<file path="src/rtl/xgmii_pkg.sv">
// Shared XGMII characters, FCS-insertion state types and the reflected CRC-32 byte step.
package xgmii_pkg;

  localparam logic [7:0]  XGMII_START     = 8'hFB;
  localparam logic [7:0]  XGMII_TERM      = 8'hFD;
  localparam logic [7:0]  XGMII_IDLE      = 8'h07;
  localparam logic [7:0]  XGMII_ERR       = 8'hFE;
  localparam logic [63:0] XGMII_IDLE_WORD = {8{XGMII_IDLE}};

  localparam logic [31:0] CRC32_POLY      = 32'hEDB88320;
  localparam int          MIN_FRAME_BYTES = 60;

  typedef enum logic [1:0] {IDLE, FRAME, TAIL} fcs_app_state_t;

  // What the output stage does with the beat held one cycle behind the input.
  typedef enum logic [2:0] {K_PASS, K_IDLE, K_TERM, K_TAIL, K_ABORT} beat_kind_t;

  function automatic logic [31:0] crc32_byte(input logic [31:0] crc, input logic [7:0] b);
    logic [31:0] c;
    c = crc ^ {24'h0, b};
    for (int n = 0; n < 8; n++) begin
      c = c[0] ? ((c >> 1) ^ CRC32_POLY) : (c >> 1);
    end
    return c;
  endfunction

endpackage

</file>
<file path="src/rtl/eth_fcs_gen.sv">
// CRC-32 engine over up to eight byte lanes per cycle; the complemented FCS is
// registered on the data_last beat and is stable from the following cycle.
module eth_fcs_gen
  import xgmii_pkg::*;
(
  input  logic        clk,
  input  logic        rst,
  input  logic        crc_init,
  input  logic        crc_en,
  input  logic        data_last,
  input  logic [7:0]  byte_en,
  input  logic [63:0] data,
  output logic [31:0] fcs
);

  logic [31:0] crc_q, crc_d;
  logic [31:0] fcs_q, fcs_d;
  logic [31:0] crc_upd;

  always_comb begin
    crc_upd = crc_q;
    for (int i = 0; i < 8; i++) begin
      if (byte_en[i]) crc_upd = crc32_byte(crc_upd, data[8*i +: 8]);
    end
    crc_d = crc_q;
    fcs_d = fcs_q;
    if (crc_init) begin
      crc_d = '1;
    end else if (crc_en) begin
      crc_d = crc_upd;
      if (data_last) fcs_d = ~crc_upd;
    end
  end

  always_ff @(posedge clk) begin
    if (rst) begin
      crc_q <= '1;
      fcs_q <= '0;
    end else begin
      crc_q <= crc_d;
      fcs_q <= fcs_d;
    end
  end

  assign fcs = fcs_q;

endmodule

</file>
<file path="src/rtl/eth_fcs_append.sv">
// Re-emits an XGMII TX stream two cycles later with the 802.3 FCS inserted ahead of /T/.
// The stream has no handshake: one beat is accepted and one beat is emitted every cycle.
module eth_fcs_append
  import xgmii_pkg::*;
#(
  parameter int CNT_W = 32
) (
  input  logic             clk,
  input  logic             rst,
  input  logic [7:0]       in_ctrl,
  input  logic [63:0]      in_data,
  output logic [7:0]       out_ctrl,
  output logic [63:0]      out_data,
  output logic [CNT_W-1:0] frame_cnt,
  output logic [CNT_W-1:0] runt_cnt,
  output logic [CNT_W-1:0] err_cnt
);

  fcs_app_state_t   state_q, state_d;
  beat_kind_t       p1_kind_q, p1_kind_d;
  logic [7:0]       p1_ctrl_q, p1_ctrl_d, out_ctrl_q, out_ctrl_d;
  logic [63:0]      p1_data_q, p1_data_d, out_data_q, out_data_d;
  logic [2:0]       k_q, k_d, term_k;
  logic             tail4_q, tail4_d, discard_q, discard_d;
  logic [15:0]      byte_cnt_q, byte_cnt_d;
  logic [16:0]      term_sum, beat_sum;
  logic [CNT_W-1:0] frame_cnt_q, runt_cnt_q, err_cnt_q;
  logic [CNT_W-1:0] frame_cnt_d, runt_cnt_d, err_cnt_d;
  logic             is_start, is_idle_word, term_found, bad_ctrl;
  logic             frame_inc, runt_inc, err_inc;
  logic             crc_init, crc_en, data_last;
  logic [7:0]       byte_en;
  logic [31:0]      fcs, fcs_sh;
  int               j;

  function automatic logic [CNT_W-1:0] sat_inc(input logic [CNT_W-1:0] v, input logic en);
    return (en && !(&v)) ? v + CNT_W'(1) : v;
  endfunction

  eth_fcs_gen u_fcs_gen (
    .clk       (clk),
    .rst       (rst),
    .crc_init  (crc_init),
    .crc_en    (crc_en),
    .data_last (data_last),
    .byte_en   (byte_en),
    .data      (in_data),
    .fcs       (fcs)
  );

  // Lanes are scanned high to low so the lowest /T/ lane wins.
  always_comb begin
    is_start     = (in_ctrl == 8'h01) && (in_data[7:0] == XGMII_START);
    is_idle_word = (in_ctrl == 8'hFF) && (in_data == XGMII_IDLE_WORD);
    term_found   = 1'b0;
    term_k       = 3'd0;
    bad_ctrl     = 1'b0;
    for (int i = 7; i >= 0; i--) begin
      if (in_ctrl[i] && (in_data[8*i +: 8] == XGMII_TERM)) begin
        term_found = 1'b1;
        term_k     = 3'(i);
      end
      if (in_ctrl[i] && (in_data[8*i +: 8] != XGMII_TERM) &&
          (in_data[8*i +: 8] != XGMII_IDLE) && (in_data[8*i +: 8] != XGMII_ERR)) begin
        bad_ctrl = 1'b1;
      end
    end
  end

  always_comb begin
    state_d    = state_q;
    p1_kind_d  = K_PASS;
    p1_ctrl_d  = in_ctrl;
    p1_data_d  = in_data;
    k_d        = k_q;
    tail4_d    = 1'b0;
    discard_d  = discard_q;
    byte_cnt_d = byte_cnt_q;
    frame_inc  = 1'b0;
    runt_inc   = 1'b0;
    err_inc    = 1'b0;
    crc_init   = 1'b0;
    crc_en     = 1'b0;
    data_last  = 1'b0;
    byte_en    = 8'hFF;
    term_sum   = {1'b0, byte_cnt_q} + {14'd0, term_k};
    beat_sum   = {1'b0, byte_cnt_q} + 17'd8;
    if ((state_q == TAIL) || tail4_q) begin
      // The beat after a k>=4 terminate carries FCS/T whatever arrived in it.
      p1_kind_d = K_TAIL;
      state_d   = IDLE;
      if (!is_idle_word) begin
        err_inc   = 1'b1;
        discard_d = 1'b1;
      end
    end else if (state_q == IDLE) begin
      if (is_start) begin
        state_d    = FRAME;
        crc_init   = 1'b1;
        byte_cnt_d = '0;
        discard_d  = 1'b0;
      end else if (discard_q) begin
        p1_kind_d = K_IDLE;
      end
    end else begin
      crc_en = 1'b1;
      if (bad_ctrl) begin
        p1_kind_d = K_ABORT;
        err_inc   = 1'b1;
        discard_d = 1'b1;
        state_d   = IDLE;
      end else if (term_found) begin
        data_last  = 1'b1;
        p1_kind_d  = K_TERM;
        k_d        = term_k;
        frame_inc  = 1'b1;
        runt_inc   = (term_sum < 17'(MIN_FRAME_BYTES));
        byte_cnt_d = term_sum[16] ? 16'hFFFF : term_sum[15:0];
        for (int i = 0; i < 8; i++) byte_en[i] = (3'(i) < term_k);
        tail4_d    = (term_k == 3'd4);
        state_d    = (term_k >= 3'd5) ? TAIL : IDLE;
      end else begin
        byte_cnt_d = beat_sum[16] ? 16'hFFFF : beat_sum[15:0];
      end
    end
    frame_cnt_d = sat_inc(frame_cnt_q, frame_inc);
    runt_cnt_d  = sat_inc(runt_cnt_q, runt_inc);
    err_cnt_d   = sat_inc(err_cnt_q, err_inc);
  end

  // j is the lane's position relative to FCS byte 0: 0..3 FCS, 4 is /T/, above is idle.
  always_comb begin
    out_ctrl_d = p1_ctrl_q;
    out_data_d = p1_data_q;
    fcs_sh     = '0;
    j          = 0;
    case (p1_kind_q)
      K_IDLE: begin
        out_ctrl_d = 8'hFF;
        out_data_d = XGMII_IDLE_WORD;
      end
      K_ABORT: begin
        out_ctrl_d = 8'hFF;
        out_data_d = {{7{XGMII_IDLE}}, XGMII_ERR};
      end
      K_TERM, K_TAIL: begin
        for (int i = 0; i < 8; i++) begin
          j = i - int'(k_q) + ((p1_kind_q == K_TAIL) ? 8 : 0);
          if ((j >= 0) && (j <= 3)) begin
            fcs_sh                = fcs >> (8 * j);
            out_ctrl_d[i]         = 1'b0;
            out_data_d[8*i +: 8]  = fcs_sh[7:0];
          end else if (j == 4) begin
            out_ctrl_d[i]         = 1'b1;
            out_data_d[8*i +: 8]  = XGMII_TERM;
          end else if (j > 4) begin
            out_ctrl_d[i]         = 1'b1;
            out_data_d[8*i +: 8]  = XGMII_IDLE;
          end
        end
      end
      default: ;
    endcase
  end

  always_ff @(posedge clk) begin
    if (rst) begin
      state_q     <= IDLE;
      p1_kind_q   <= K_IDLE;
      p1_ctrl_q   <= 8'hFF;
      p1_data_q   <= XGMII_IDLE_WORD;
      k_q         <= 3'd0;
      tail4_q     <= 1'b0;
      discard_q   <= 1'b1;
      byte_cnt_q  <= '0;
      frame_cnt_q <= '0;
      runt_cnt_q  <= '0;
      err_cnt_q   <= '0;
      out_ctrl_q  <= 8'hFF;
      out_data_q  <= XGMII_IDLE_WORD;
    end else begin
      state_q     <= state_d;
      p1_kind_q   <= p1_kind_d;
      p1_ctrl_q   <= p1_ctrl_d;
      p1_data_q   <= p1_data_d;
      k_q         <= k_d;
      tail4_q     <= tail4_d;
      discard_q   <= discard_d;
      byte_cnt_q  <= byte_cnt_d;
      frame_cnt_q <= frame_cnt_d;
      runt_cnt_q  <= runt_cnt_d;
      err_cnt_q   <= err_cnt_d;
      out_ctrl_q  <= out_ctrl_d;
      out_data_q  <= out_data_d;
    end
  end

  assign out_ctrl  = out_ctrl_q;
  assign out_data  = out_data_q;
  assign frame_cnt = frame_cnt_q;
  assign runt_cnt  = runt_cnt_q;
  assign err_cnt   = err_cnt_q;

endmodule
</file>
<file path="config.mk">
export PLATFORM = sky130hd
export DESIGN_NAME = eth_fcs_append
export DESIGN_NICKNAME = d
export VERILOG_FILES = /design/src/rtl/xgmii_pkg.sv /design/src/rtl/eth_fcs_gen.sv /design/src/rtl/eth_fcs_append.sv
export SDC_FILE = /design/constraint.sdc
export NUM_CORES = 1
export LEC_CHECK = 0
export BUFFER_PORTS_ARGS = -buffer_cell sky130_fd_sc_hd__buf_4
export CAP_MARGIN = 20
export CELL_PAD_IN_SITES_DETAIL_PLACEMENT = 1
export CELL_PAD_IN_SITES_GLOBAL_PLACEMENT = 2
export CORE_MARGIN = 4
export CORE_UTILIZATION = 40
export CTS_CLUSTER_SIZE = 30
export DETAILED_ROUTE_END_ITERATION = 7
export PLACE_DENSITY = 0.88
export SKIP_LAST_GASP = 1
export SLEW_MARGIN = 30
export SYNTH_ARGS = -nofsm -noshare
export SYNTH_HDL_FRONTEND = slang
export SYNTH_SLANG_ARGS = --single-unit
</file>
<file path="constraint.sdc">
create_clock -name clk -period 22.2 [get_ports clk]
set_clock_uncertainty 0.15 [all_clocks]
set_input_delay 3.33 -clock clk [delete_from_list [all_inputs] [get_ports clk]]
set_output_delay 3.33 -clock clk [all_outputs]
set_load 0.01 [all_outputs]
</file>
# Word level (Yosys, flattened, before mapping)
# Cells that the tools add are included.
[word_totals]
register_bits = 330
elab_cells = 466
[classes]
n_eq_ne = 54
add_sub_neg = 21
mux = 190
bitwise = 78
n_reduce_logical = 65
order_cmp = 34
shift = 8
[op_table]
columns = ["op", "n"]
rows = [
  ["2-to-1 mux 32 bit", 72],
  ["inverter 13 -> 14 bit", 64],
  ["right shift 32 x 32 -> 8 bit", 8],
  ["bitwise XOR 32 x 8 -> 32 bit", 8],
  ["equality test 32 x 4 -> 1 bit (second input constant)", 7],
  ["greater-or-equal comparator 32 x 1 -> 1 bit (second input constant)", 7],
  ["greater-than comparator 32 x 4 -> 1 bit (second input constant)", 7],
  ["less-or-equal comparator 32 x 3 -> 1 bit (second input constant)", 7],
  ["2-to-1 mux 8 bit", 28],
  ["one-hot mux 64 bit (3 select lines)", 1],
  ["inequality test 8 bit (second input constant)", 16],
  ["adder 32 x 1 -> 32 bit (second input constant)", 3],
  ["2-to-1 mux 16 bit", 6],
  ["AND reduction 32 bit", 3],
  ["equality test 8 bit (second input constant)", 10],
  ["equality test 64 x 59 -> 1 bit (second input constant)", 1],
  ["2-to-1 mux 1 bit", 64],
  ["inequality test 8 x 3 -> 1 bit (second input constant)", 8],
  ["adder 4 x 5 -> 6 bit", 8],
  ["logical AND 1 bit", 45],
  ["inverter 32 bit", 1],
  ["2-to-1 mux 3 bit", 10],
  ["adder 16 x 3 -> 17 bit", 1],
  ["adder 16 x 4 -> 17 bit (second input constant)", 1],
  ["33 further kinds", 64],
]

# Longest topological paths before layout
# Gate-level depths: netlist of run 1.
[logic_depth]
ltp_word = 145
ltp_mapped = 40
mapped_depth_nobuf = 32

# By module
# Synthesis of run 1 repeated with hierarchy kept, for this count alone.
[unflattened]
cells_unflattened = 3521
hier_area_um2 = 29644.7
[modules_own_cells]
columns = ["mod", "area_each_um2", "n_inst", "cells_per_inst"]
rows = [
  ["eth_fcs_gen", 15109.5, 1, 1750],
  ["eth_fcs_append", 14535.2, 1, 1771],
]

# Worst setup path before layout of run 1
# OpenSTA, ideal clock, no wires.
[synth_path]
path_type = "input-to-reg"
start = "in in_data[29]"
end = "reg u_fcs_gen.crc_q[21]"
arrival_time_ns = 13.028
required_ns = 21.992
path_stages = 35
setup_time_ns = 0.058
path_slack_ns = 8.964
path_cell_list = "clkbuf_1 -> or4_1 -> or4_1 -> a32oi_1 -> and4_1 -> buf_4 -> o2111a_1 -> buf_6 -> mux2i_2 -> xnor2_2 -> xnor3_1 -> xor2_2 -> mux2i_4 -> xor2_2 -> mux2_2 -> nor4_2 -> nor2_4 -> xor3_1 -> mux2i_2 -> or3_1 -> nand4_1 -> o2111ai_1 -> or4b_1 -> buf_2 -> xnor2_1 -> xnor2_1 -> mux2_2 -> or4_1 -> o211a_2 -> nor4_4 -> xnor2_1 -> xnor2_2 -> xnor3_1 -> o21ai_1 -> o21a_1"
[synth_via]
elab_chain_len = 105
word_cells_on_any_way = 156
classes_between = "order compare: 8; eq/ne: 4; mux: 80; bitwise: 60; reduce/logical: 4"
[synth_rtl]
columns = ["element", "line", "text"]
rows = [
  ["start, declared", "eth_fcs_append.sv:11", "input logic [63:0] in_data,"],
  ["equality test 8 bit / inequality test 8 bit (equally long branches)", "eth_fcs_append.sv:59, eth_fcs_append.sv:63", ""],
  ["logical AND 1 bit (on tied branches)", "eth_fcs_append.sv:59, eth_fcs_append.sv:63", ""],
  ["2-to-1 mux 3 bit / logical AND 1 bit (equally long branches)", "eth_fcs_append.sv:59, eth_fcs_append.sv:63", ""],
  ["2-to-1 mux 3 bit / logical AND 1 bit (equally long branches)", "eth_fcs_append.sv:59, eth_fcs_append.sv:64", ""],
  ["2-to-1 mux 3 bit / 2-to-1 mux 1 bit (equally long branches) (2 in series)", "eth_fcs_append.sv:59, eth_fcs_append.sv:63", ""],
  ["less-than comparator 1 x 3 -> 1 bit / 2-to-1 mux 1 bit (equally long branches)", "eth_fcs_append.sv:119, eth_fcs_append.sv:63", ""],
  ["2-to-1 mux 8 bit / 2-to-1 mux 1 bit (equally long branches)", "eth_fcs_append.sv:112, eth_fcs_append.sv:63", ""],
  ["2-to-1 mux 8 bit", "eth_fcs_append.sv:107", "if (bad_ctrl) begin"],
  ["[... 86 more ...]", "-", ""],
  ["2-to-1 mux 32 bit (2 in series)", "xgmii_pkg.sv:22", "c = c[0] ? ((c >> 1) ^ CRC32_POLY) : (c >> 1);"],
  ["inverter 13 -> 14 bit (no source line)", "-", ""],
  ["2-to-1 mux 32 bit", "xgmii_pkg.sv:22", ""],
  ["inverter 13 -> 14 bit (no source line)", "-", ""],
  ["2-to-1 mux 32 bit (2 in series)", "xgmii_pkg.sv:22", ""],
  ["inverter 13 -> 14 bit (no source line)", "-", ""],
  ["2-to-1 mux 32 bit", "xgmii_pkg.sv:22", ""],
  ["2-to-1 mux 32 bit (*)", "eth_fcs_gen.sv:23", "if (byte_en[i]) crc_upd = crc32_byte(crc_upd, data[8*i +: 8]);"],
  ["end signal, assigned", "eth_fcs_gen.sv:40", "crc_q <= crc_d;"],
  ["end, declared", "eth_fcs_gen.sv:16", "logic [31:0] crc_q, crc_d;"],
]
# Every way passes the cells marked *; elsewhere a longest branch is shown, timed or not.
# A chain may end at the register's enable or synchronous reset.

# Worst setup path after layout of run 1
[layout_path]
start = "in in_data[36]"
end = "reg u_fcs_gen.crc_q[23]"
[layout_via]
elab_chain_len = 105
word_cells_on_any_way = 160
classes_between = "order compare: 8; eq/ne: 4; mux: 83; bitwise: 61; reduce/logical: 4"
[layout_rtl]
columns = ["element", "line"]
rows = [
  ["equality test 8 bit / inequality test 8 bit (equally long branches)", "eth_fcs_append.sv:59, eth_fcs_append.sv:63"],
  ["logical AND 1 bit (on tied branches)", "eth_fcs_append.sv:59, eth_fcs_append.sv:63"],
  ["2-to-1 mux 3 bit / logical AND 1 bit (equally long branches)", "eth_fcs_append.sv:59, eth_fcs_append.sv:63"],
  ["2-to-1 mux 3 bit / logical AND 1 bit (equally long branches)", "eth_fcs_append.sv:59, eth_fcs_append.sv:64"],
  ["2-to-1 mux 3 bit / 2-to-1 mux 1 bit (equally long branches) (3 in series)", "eth_fcs_append.sv:59, eth_fcs_append.sv:63"],
  ["less-than comparator 1 x 3 -> 1 bit / 2-to-1 mux 1 bit (equally long branches)", "eth_fcs_append.sv:119, eth_fcs_append.sv:63"],
  ["2-to-1 mux 8 bit / 2-to-1 mux 1 bit (equally long branches)", "eth_fcs_append.sv:112, eth_fcs_append.sv:63"],
  ["2-to-1 mux 8 bit", "eth_fcs_append.sv:107"],
  ["[... 86 more ...]", "-"],
  ["2-to-1 mux 32 bit", "xgmii_pkg.sv:22"],
  ["inverter 13 -> 14 bit (no source line)", "-"],
  ["2-to-1 mux 32 bit (2 in series)", "xgmii_pkg.sv:22"],
  ["inverter 13 -> 14 bit (no source line)", "-"],
  ["2-to-1 mux 32 bit", "xgmii_pkg.sv:22"],
  ["inverter 13 -> 14 bit (no source line)", "-"],
  ["2-to-1 mux 32 bit", "xgmii_pkg.sv:22"],
  ["2-to-1 mux 32 bit (*)", "eth_fcs_gen.sv:23"],
]
# Marked as above.

==> impl_metrics.env, run 1 <==
export IMPL_vias=26212
export IMPL_gp_congestion=0.9550
export IMPL_drt_wirelength_per_cell_um=26.61
export IMPL_htree_num_levels=2
export IMPL_cts_buffer_depth=3
export IMPL_post_cts_buffers=0
export IMPL_ys_types=104
export IMPL_reg2reg_slack_ps=9350
export IMPL_crit_top_cell="xnor2_1"
export IMPL_wl_um=117500
export IMPL_fmax_mhz=60.65
export IMPL_min_path_type="reg2reg"
export IMPL_fin_crit_sh=0.7428
export IMPL_worst_slew_pin_slew_ps=1120
export IMPL_rsz0062_at_grt="no"
export IMPL_critPathSlowestCell="nor4_1"
export IMPL_outcome="complete, no violations"
export IMPL_synth_fa_ha_area_frac=0.01662
export IMPL_io_buffers=241
export IMPL_avgSynthCellArea_sq_um=8.124
export IMPL_r2r_start="state_q[0]"
export IMPL_grt_pass1_vias=26984
export IMPL_clk_pin_slew_worst_paths_ps=60
export IMPL_synthSimpleGateAreaFrac=0.2254
export IMPL_ys_flop_type="dfxtp_1"
export IMPL_synth_warning_count=0
export IMPL_crit_path_start_kind="input pin"
export IMPL_insertion_delay_ps=560
export IMPL_yosys_area_share_xor_xnor=0.2582
export IMPL_hold_buffers=0
export IMPL_grt_overflow=0
export IMPL_syn_inst=3374
export IMPL_die_w_um=269.8
export IMPL_endpoint_kind="register"
export IMPL_setup_viol=0
export IMPL_design_area_sq_um=31260
export IMPL_cp_data_required_time_ps=22490
export IMPL_crit_path_max_incr_delay_ps=860
export IMPL_viasPerCell=5.940
export IMPL_synth_top_family_by_area="XOR/XNOR gates"
export IMPL_placed_area_sq_um=29940
export IMPL_synth_compound_area_share=0.1579
export IMPL_final_cell_mix="nand2_1 (379), xnor2_1 (355), nor2_1 (354)"
export IMPL_hp_start="p1_data_q[54]"
export IMPL_layout_drive_gt1_share=0.1464
export IMPL_cts_made_buffers=38
export IMPL_synth_nets=3483
export IMPL_relSlewSlack=0.2468
export IMPL_worstPathArrival_ps=16780
export IMPL_final_nets=3620
export IMPL_fin_crit_ps=16490
export IMPL_cap_violations=0
export IMPL_final_hold_violation_count=0
export IMPL_crit_type="in2reg"
export IMPL_synth_seq_cells=330
export IMPL_reg2reg_depth=31
export IMPL_area_growth_pct=14.05
export IMPL_synth_edf_count=0
export IMPL_ys_seq_area_frac=0.2410
export IMPL_initial_core_util=0.4060
export IMPL_num_rows=95
export IMPL_drv_slew=0
export IMPL_grt_max_degree=92
export IMPL_crit_path_start="in_data[36]"
export IMPL_dp_hpwl_um=92580
export IMPL_antenna_found_initial=5
export IMPL_drcViolationCount=0
export IMPL_drt_pass1_iterations=6
export IMPL_die_height_um=269.8
export IMPL_ctsRootBufferMaster="clkbuf_16"
export IMPL_setup_tns_ps=0
export IMPL_gr_usage_all_layers=0.3090
export IMPL_clock_sinks=330
export IMPL_grt_pass1_wl_um=174300
export IMPL_core_area_sq_um=67510
export IMPL_fin_util=0.4630
export IMPL_antenna_left=0
export IMPL_layout_commonest_cell="nand2_1"
export IMPL_cp_endpoint="u_fcs_gen.crc_q[23]"
export IMPL_cts_resized_gates=0
export IMPL_syn_cell_area_sq_um=27410
export IMPL_async_flop_share=0
export IMPL_die_area_sq_um=72780
export IMPL_synthMuxAreaShare=0.06623
export IMPL_r2r_end="u_fcs_gen.crc_q[23]"
export IMPL_ios=242
export IMPL_cts_tree="done"
export IMPL_drt_first_iter_violations=2364
export IMPL_crit_fanout=60
## area by class of cell
cell class	instances	area [sq um]
inverter	48	180.2
multi-input combinational	2808	19950
sequential	330	6608
tap	873	1092
antenna	2	5.005
clock inverter	12	187.7
timing repair buffer	285	2158
fill	8110	36250
clock buffer	55	1085
## worst min-delay path by stage
stage	to	depth (start not counted)
after floorplan	out_data[63]	2
after global placement	out_data[52]	2
after detailed placement	out_data[54]	2
after CTS	out_data[54]	2
after global routing	out_data[54]	2
final	out_data[54]	2
## kinds of logic (layout without fill, tap and decap cells)
kind of cell,Yosys count,count (layout)
AND/OR/NAND/NOR,1280,1280
AO/OA/AOI/OAI,704,704
XOR/XNOR,654,654
flip-flops,330,330
buffers and inverters,236,400
multiplexers,134,134
adder cells (fa/ha/maj),36,36
other,0,2
## sequential cells by signal, summed over array words and instances (netlist names), 16 cells and up
| signal | flops |
|---|---|
| out_data | 64 |
| p1_data_q | 64 |
| runt_cnt | 32 |
| u_fcs_gen.crc_q | 32 |
| err_cnt | 32 |
| byte_cnt_q | 16 |
| u_fcs_gen.fcs | 32 |
| frame_cnt | 32 |
## layer usage
| layer | part of all wire | track usage |
|---|---|---|
| met2 | 0.47 | 0.5173 |
| met5 | 0 | 0 |
| met4 | 0.044 | 0.1240 |
| met3 | 0.055 | 0.03331 |
| met1 | 0.43 | 0.4093 |
## metrics by stage
step	instances	setup slack, ps	hold WS [ps]
2_1_floorplan	3374	8964	267.4
3_3_place_gp	4342	5676	282.5
3_5_place_dp	4342	5441	281.5
4_1_cts	4409	5983	291.0
5_1_grt	4413	5152	321.4
6_report	4413	5711	287.9
## cell usage after synthesis (20+ instances only)
cell,instances,share of area
ha_1,34,0.016
xnor3_1,61,0.050
or3_1,40,0.0091
o21ai_0,181,0.033
nor2b_1,67,0.015
and3_1,40,0.0091
mux2i_1,79,0.029
a21oi_1,273,0.050
mux4_2,28,0.023
clkbuf_1,151,0.021
nor3_1,83,0.015
nand2b_1,20,0.0046
nand4_1,50,0.011
a211oi_1,26,0.0071
nor4_1,21,0.0048
nand3_1,86,0.016
xnor2_1,358,0.11
inv_1,47,0.0064
xor2_1,193,0.062
o211ai_1,40,0.011
nor2_1,359,0.049
and2_1,24,0.0055
dfxtp_1,330,0.24
nand2_1,380,0.052
or2_2,36,0.0082
## worst max-delay path: cells and delay by family
family / cells / cell delay, ps
xor+xnor: 10 / 4740
simple gates: 10 / 3730
compound gates: 8 / 3010
mux: 3 / 1080
buf+inv: 2 / 810
Power of run 1 is left out: the tool's default activity adds up to more than one toggle a clock period on the data nets, which glitch-free logic cannot reach.
==> run 2, diff against run 1 <==
CORE_UTILIZATION = 37   (was 40)
PLACE_DENSITY = 0.82   (was 0.88)
clock period = 15.8 ns   (was 22.2 ns; I/O delays follow)
==> impl_metrics.env, run 2 (synthesized netlist as in run 1, its figures left out) <==
export IMPL_outcome="complete, no violations"
export IMPL_die_height_um=280.2
export IMPL_vias=26187
export IMPL_ios=242
export IMPL_crit_path_max_incr_delay_ps=890
export IMPL_clk_pin_slew_worst_paths_ps=60
export IMPL_viasPerCell=5.797
export IMPL_final_hold_violation_count=0
export IMPL_crit_fanout=21
export IMPL_relSlewSlack=0.2358
export IMPL_fillerInstances=8763
export IMPL_fmax_mhz=68.66
export IMPL_grtUsageMet3=0.02929
export IMPL_layout_commonest_cell="nand2_1"
export IMPL_dp_hpwl_um=92850
export IMPL_crit_type="in2reg"
export IMPL_fin_crit_ps=14560
export IMPL_crit_top_cell="xnor2_1"
export IMPL_grt_pass1_wl_um=171500
export IMPL_cts_tree="done"
export IMPL_endpoint_kind="register"
export IMPL_drt_wirelength_per_cell_um=25.79
export IMPL_initial_core_util=0.3744
export IMPL_wl_um=116500
export IMPL_insertion_delay_ps=590
export IMPL_gr_usage_all_layers=0.2857
export IMPL_core_area_sq_um=73210
export IMPL_final_nets=3633
export IMPL_clock_sinks=330
export IMPL_cts_made_buffers=40
export IMPL_cp_data_required_time_ps=16170
export IMPL_groute_layer_met2_usage=0.4766
export IMPL_final_cell_mix="nand2_1 (379), xnor2_1 (356), nor2_1 (354)"
export IMPL_die_area_sq_um=78500
export IMPL_post_cts_buffers=0
export IMPL_drt_first_iter_violations=1821
export IMPL_cts_resized_gates=0
export IMPL_num_rows=99
export IMPL_grt_max_degree=90
export IMPL_layout_drive_gt1_share=0.1522
export IMPL_drv_slew=0
export IMPL_area_growth_pct=15.22
export IMPL_antenna_found_initial=9
export IMPL_critPathSlowestCell="a21boi_0"
export IMPL_io_buffers=241
export IMPL_hold_buffers=0
export IMPL_grt_pass1_vias=26614
export IMPL_multiInputGateArea_sq_um=19950
export IMPL_cts_buffer_depth=3
export IMPL_crit_path_start_kind="input pin"
export IMPL_seqCellArea_sq_um=6608
export IMPL_grtUsageMet1=0.3761
export IMPL_rsz0062_at_grt="no"
export IMPL_ctsRootBufferMaster="clkbuf_16"
export IMPL_grt_overflow=0
export IMPL_worst_slew_pin_slew_ps=1136
export IMPL_die_w_um=280.2
export IMPL_htree_num_levels=2
export IMPL_cap_violations=0
export IMPL_gp_congestion=0.9620
export IMPL_min_path_type="reg2reg"
export IMPL_antenna_left=0
export IMPL_setup_viol=0
export IMPL_setup_tns_ps=0
export IMPL_drt_pass1_iterations=5
export IMPL_drcViolationCount=0
export IMPL_grt_busiest_layer="met2"
export IMPL_fin_crit_sh=0.9218
export IMPL_worstPathArrival_ps=14940
-- run 2: changes by cell type in the layout (fill, tap and decap cells not counted), sizes merged --
cell,previous run,this run
buf,284,295
bufinv,3,5
clkbuf,56,50
clkinv,8,14
clkinvlp,2,1
diode,2,4
inv,47,51
-- run 2: worst max-delay path, delay by kind of cell --
kind            cells  cell delay, ps
compound gates      9            3360
xor+xnor           10            3740
buf+inv             1             180
mux                 3            1110
simple gates        9            4100
-- run 2: path summary, 6_finish.rpt --
kind,startpoint,end,cells past startpoint,slack (ps)
worst max-delay path,in_data[28],u_fcs_gen.crc_q[16],32,1240
worst min-delay path,p1_data_q[60],out_data[60],2,290
worst max register to register,u_fcs_gen.crc_q[4],u_fcs_gen.crc_q[16],29,3800
worst min register to register,p1_data_q[60],out_data[60],2,290
-- run 2: layout make-up --
cell class | instances | area share
Inverter | 48 | 0.005705
Timing Repair Buffer | 296 | 0.07056
Tap cell | 959 | 0.03799
Clock inverter | 23 | 0.01026
Sequential cell | 330 | 0.2092
Clock buffer | 49 | 0.03435
Multi-Input combinational cell | 2808 | 0.6316
Antenna cell | 4 | 0.0003169
-- run 2: routing by layer --
layer | wire length, um | share of wire
met1 | 50020 | 0.43
met2 | 54520 | 0.47
met3 | 6136 | 0.053
met4 | 5812 | 0.050
met5 | 13 | 0.00011
-- run 2: metrics by stage --
stage,hold slack (ps),instance area [sq um],instances,util,worst slack [ps]
floorplan,267.4,27410,3374,-,3524
global placement,279.2,30130,4441,0.4116,1268
detailed placement,284.0,30150,4441,0.4118,929.1
CTS,292.9,31560,4513,0.4310,1470
global route,321.5,31580,4517,0.4314,843.5
finish,288.7,31580,4517,0.4314,1235
Power of run 2 is left out for the same reason.
==> run 3, diff against run 2 <==
CORE_UTILIZATION = 38   (was 37)
CTS_BUF_LIST = sky130_fd_sc_hd__clkbuf_8   (was not set)
PLACE_DENSITY = 0.84   (was 0.82)
==> impl_metrics.env, run 3 (synthesized netlist as in run 1, its figures left out) <==
export IMPL_cts_tree="done"
export IMPL_fin_util=0.4378
export IMPL_crit_fanout=23
export IMPL_antenna_left=0
export IMPL_grt_max_degree=147
export IMPL_insertion_delay_ps=700
export IMPL_worstPathArrival_ps=14860
export IMPL_setup_viol=0
export IMPL_fmax_mhz=69.42
export IMPL_final_nets=3645
export IMPL_drt_first_iter_violations=1903
export IMPL_design_area_sq_um=31300
export IMPL_cts_buffer_depth=3
export IMPL_gr_usage_all_layers=0.2917
export IMPL_post_cts_buffers=0
export IMPL_final_hold_violation_count=0
export IMPL_ctsRootBufferMaster="clkbuf_8"
export IMPL_drt_wirelength_per_cell_um=25.83
export IMPL_fillerInstances=8659
export IMPL_worst_slew_pin_slew_ps=1083
export IMPL_initial_core_util=0.3834
export IMPL_grt_overflow=0
export IMPL_layout_commonest_cell="nand2_1"
export IMPL_antenna_found_initial=3
export IMPL_viasPerCell=5.775
export IMPL_setup_tns_ps=0
export IMPL_fin_crit_ps=14410
export IMPL_cap_violations=0
export IMPL_htree_num_levels=2
export IMPL_min_path_type="reg2reg"
export IMPL_outcome="complete, no violations"
export IMPL_placed_area_sq_um=30090
export IMPL_cts_resized_gates=0
export IMPL_die_w_um=276.6
export IMPL_final_cell_mix="nand2_1 (379), xnor2_1 (357), nor2_1 (354)"
export IMPL_dp_cells=4425
export IMPL_relSlewSlack=0.2701
export IMPL_hold_buffers=0
export IMPL_vias=26148
export IMPL_gp_congestion=0.9421
export IMPL_grt_pass1_wl_um=172800
export IMPL_final_cells=4528
export IMPL_clock_sinks=330
export IMPL_num_rows=98
export IMPL_layout_drive_gt1_share=0.1538
export IMPL_crit_path_max_incr_delay_ps=840
export IMPL_r2r_start="u_fcs_gen.crc_q[4]"
export IMPL_crit_top_cell="xnor2_1"
export IMPL_grt_pass1_vias=26719
export IMPL_drcViolationCount=0
export IMPL_cts_made_buffers=58
export IMPL_crit_path_start_kind="input pin"
export IMPL_fin_crit_sh=0.9118
export IMPL_endpoint_kind="register"
export IMPL_wl_um=117000
export IMPL_critPathSlowestCell="xnor2_1"
export IMPL_die_height_um=276.6
export IMPL_crit_path_start="in_data[28]"
export IMPL_ios=242
export IMPL_drv_slew=0
export IMPL_cp_data_required_time_ps=16260
export IMPL_hp_start="p1_ctrl_q[2]"
export IMPL_drt_pass1_iterations=5
export IMPL_rsz0062_at_grt="no"
export IMPL_io_buffers=241
export IMPL_area_growth_pct=14.18
export IMPL_crit_type="in2reg"
export IMPL_core_area_sq_um=71490
export IMPL_clk_pin_slew_worst_paths_ps=60
export IMPL_die_area_sq_um=76490
export IMPL_dp_hpwl_um=92900
run 3: path summary, 6_finish.rpt:
| check | to | slack (ps) | cells after the start |
|---|---|---|---|
| hold / removal | out_ctrl[2] | 280 | 2 |
| setup / recovery | u_fcs_gen.crc_q[22] | 1390 | 31 |
| setup reg to reg | u_fcs_gen.crc_q[22] | 3840 | 30 |
| hold reg to reg | out_ctrl[2] | 280 | 2 |
run 3: metal layers:
metal	GRT usage	vias up	share of wire
met5	0	-	0.00011
li1	-	12078	-
met2	0.4963	785	0.47
met1	0.3702	13048	0.42
met4	0.1257	2	0.048
met3	0.04122	235	0.053
run 3: stage by stage:
stage,setup WS (ps),hold slack (ps)
after floorplan,3524,267.4
after global placement,976.6,281.1
after detailed placement,917.3,287.8
after CTS,1638,259.4
after global routing,939.9,300.9
final,1394,279.9
run 3: final cells by class:
class	count	area [sq um]	share of cell area
repair buffers	290	2196	0.07016
inverters	48	180.2	0.005757
multi-input cells	2808	19930	0.6368
diodes	1	2.502	0.00007996
clock buffers	76	1046	0.03342
well taps	950	1189	0.03798
clock inverters	25	145.1	0.004637
flip-flops and latches	330	6608	0.2111
run 3: critical path: cells and delay by family:
family	cells	cell delay, ps
muxes	2	920
buffers and inverters	1	170
xor gates and xnor gates	9	3800
and+or+nand+nor	9	3970
AOI/OAI and AO/OA	10	3590
Power of run 3 is left out for the same reason.
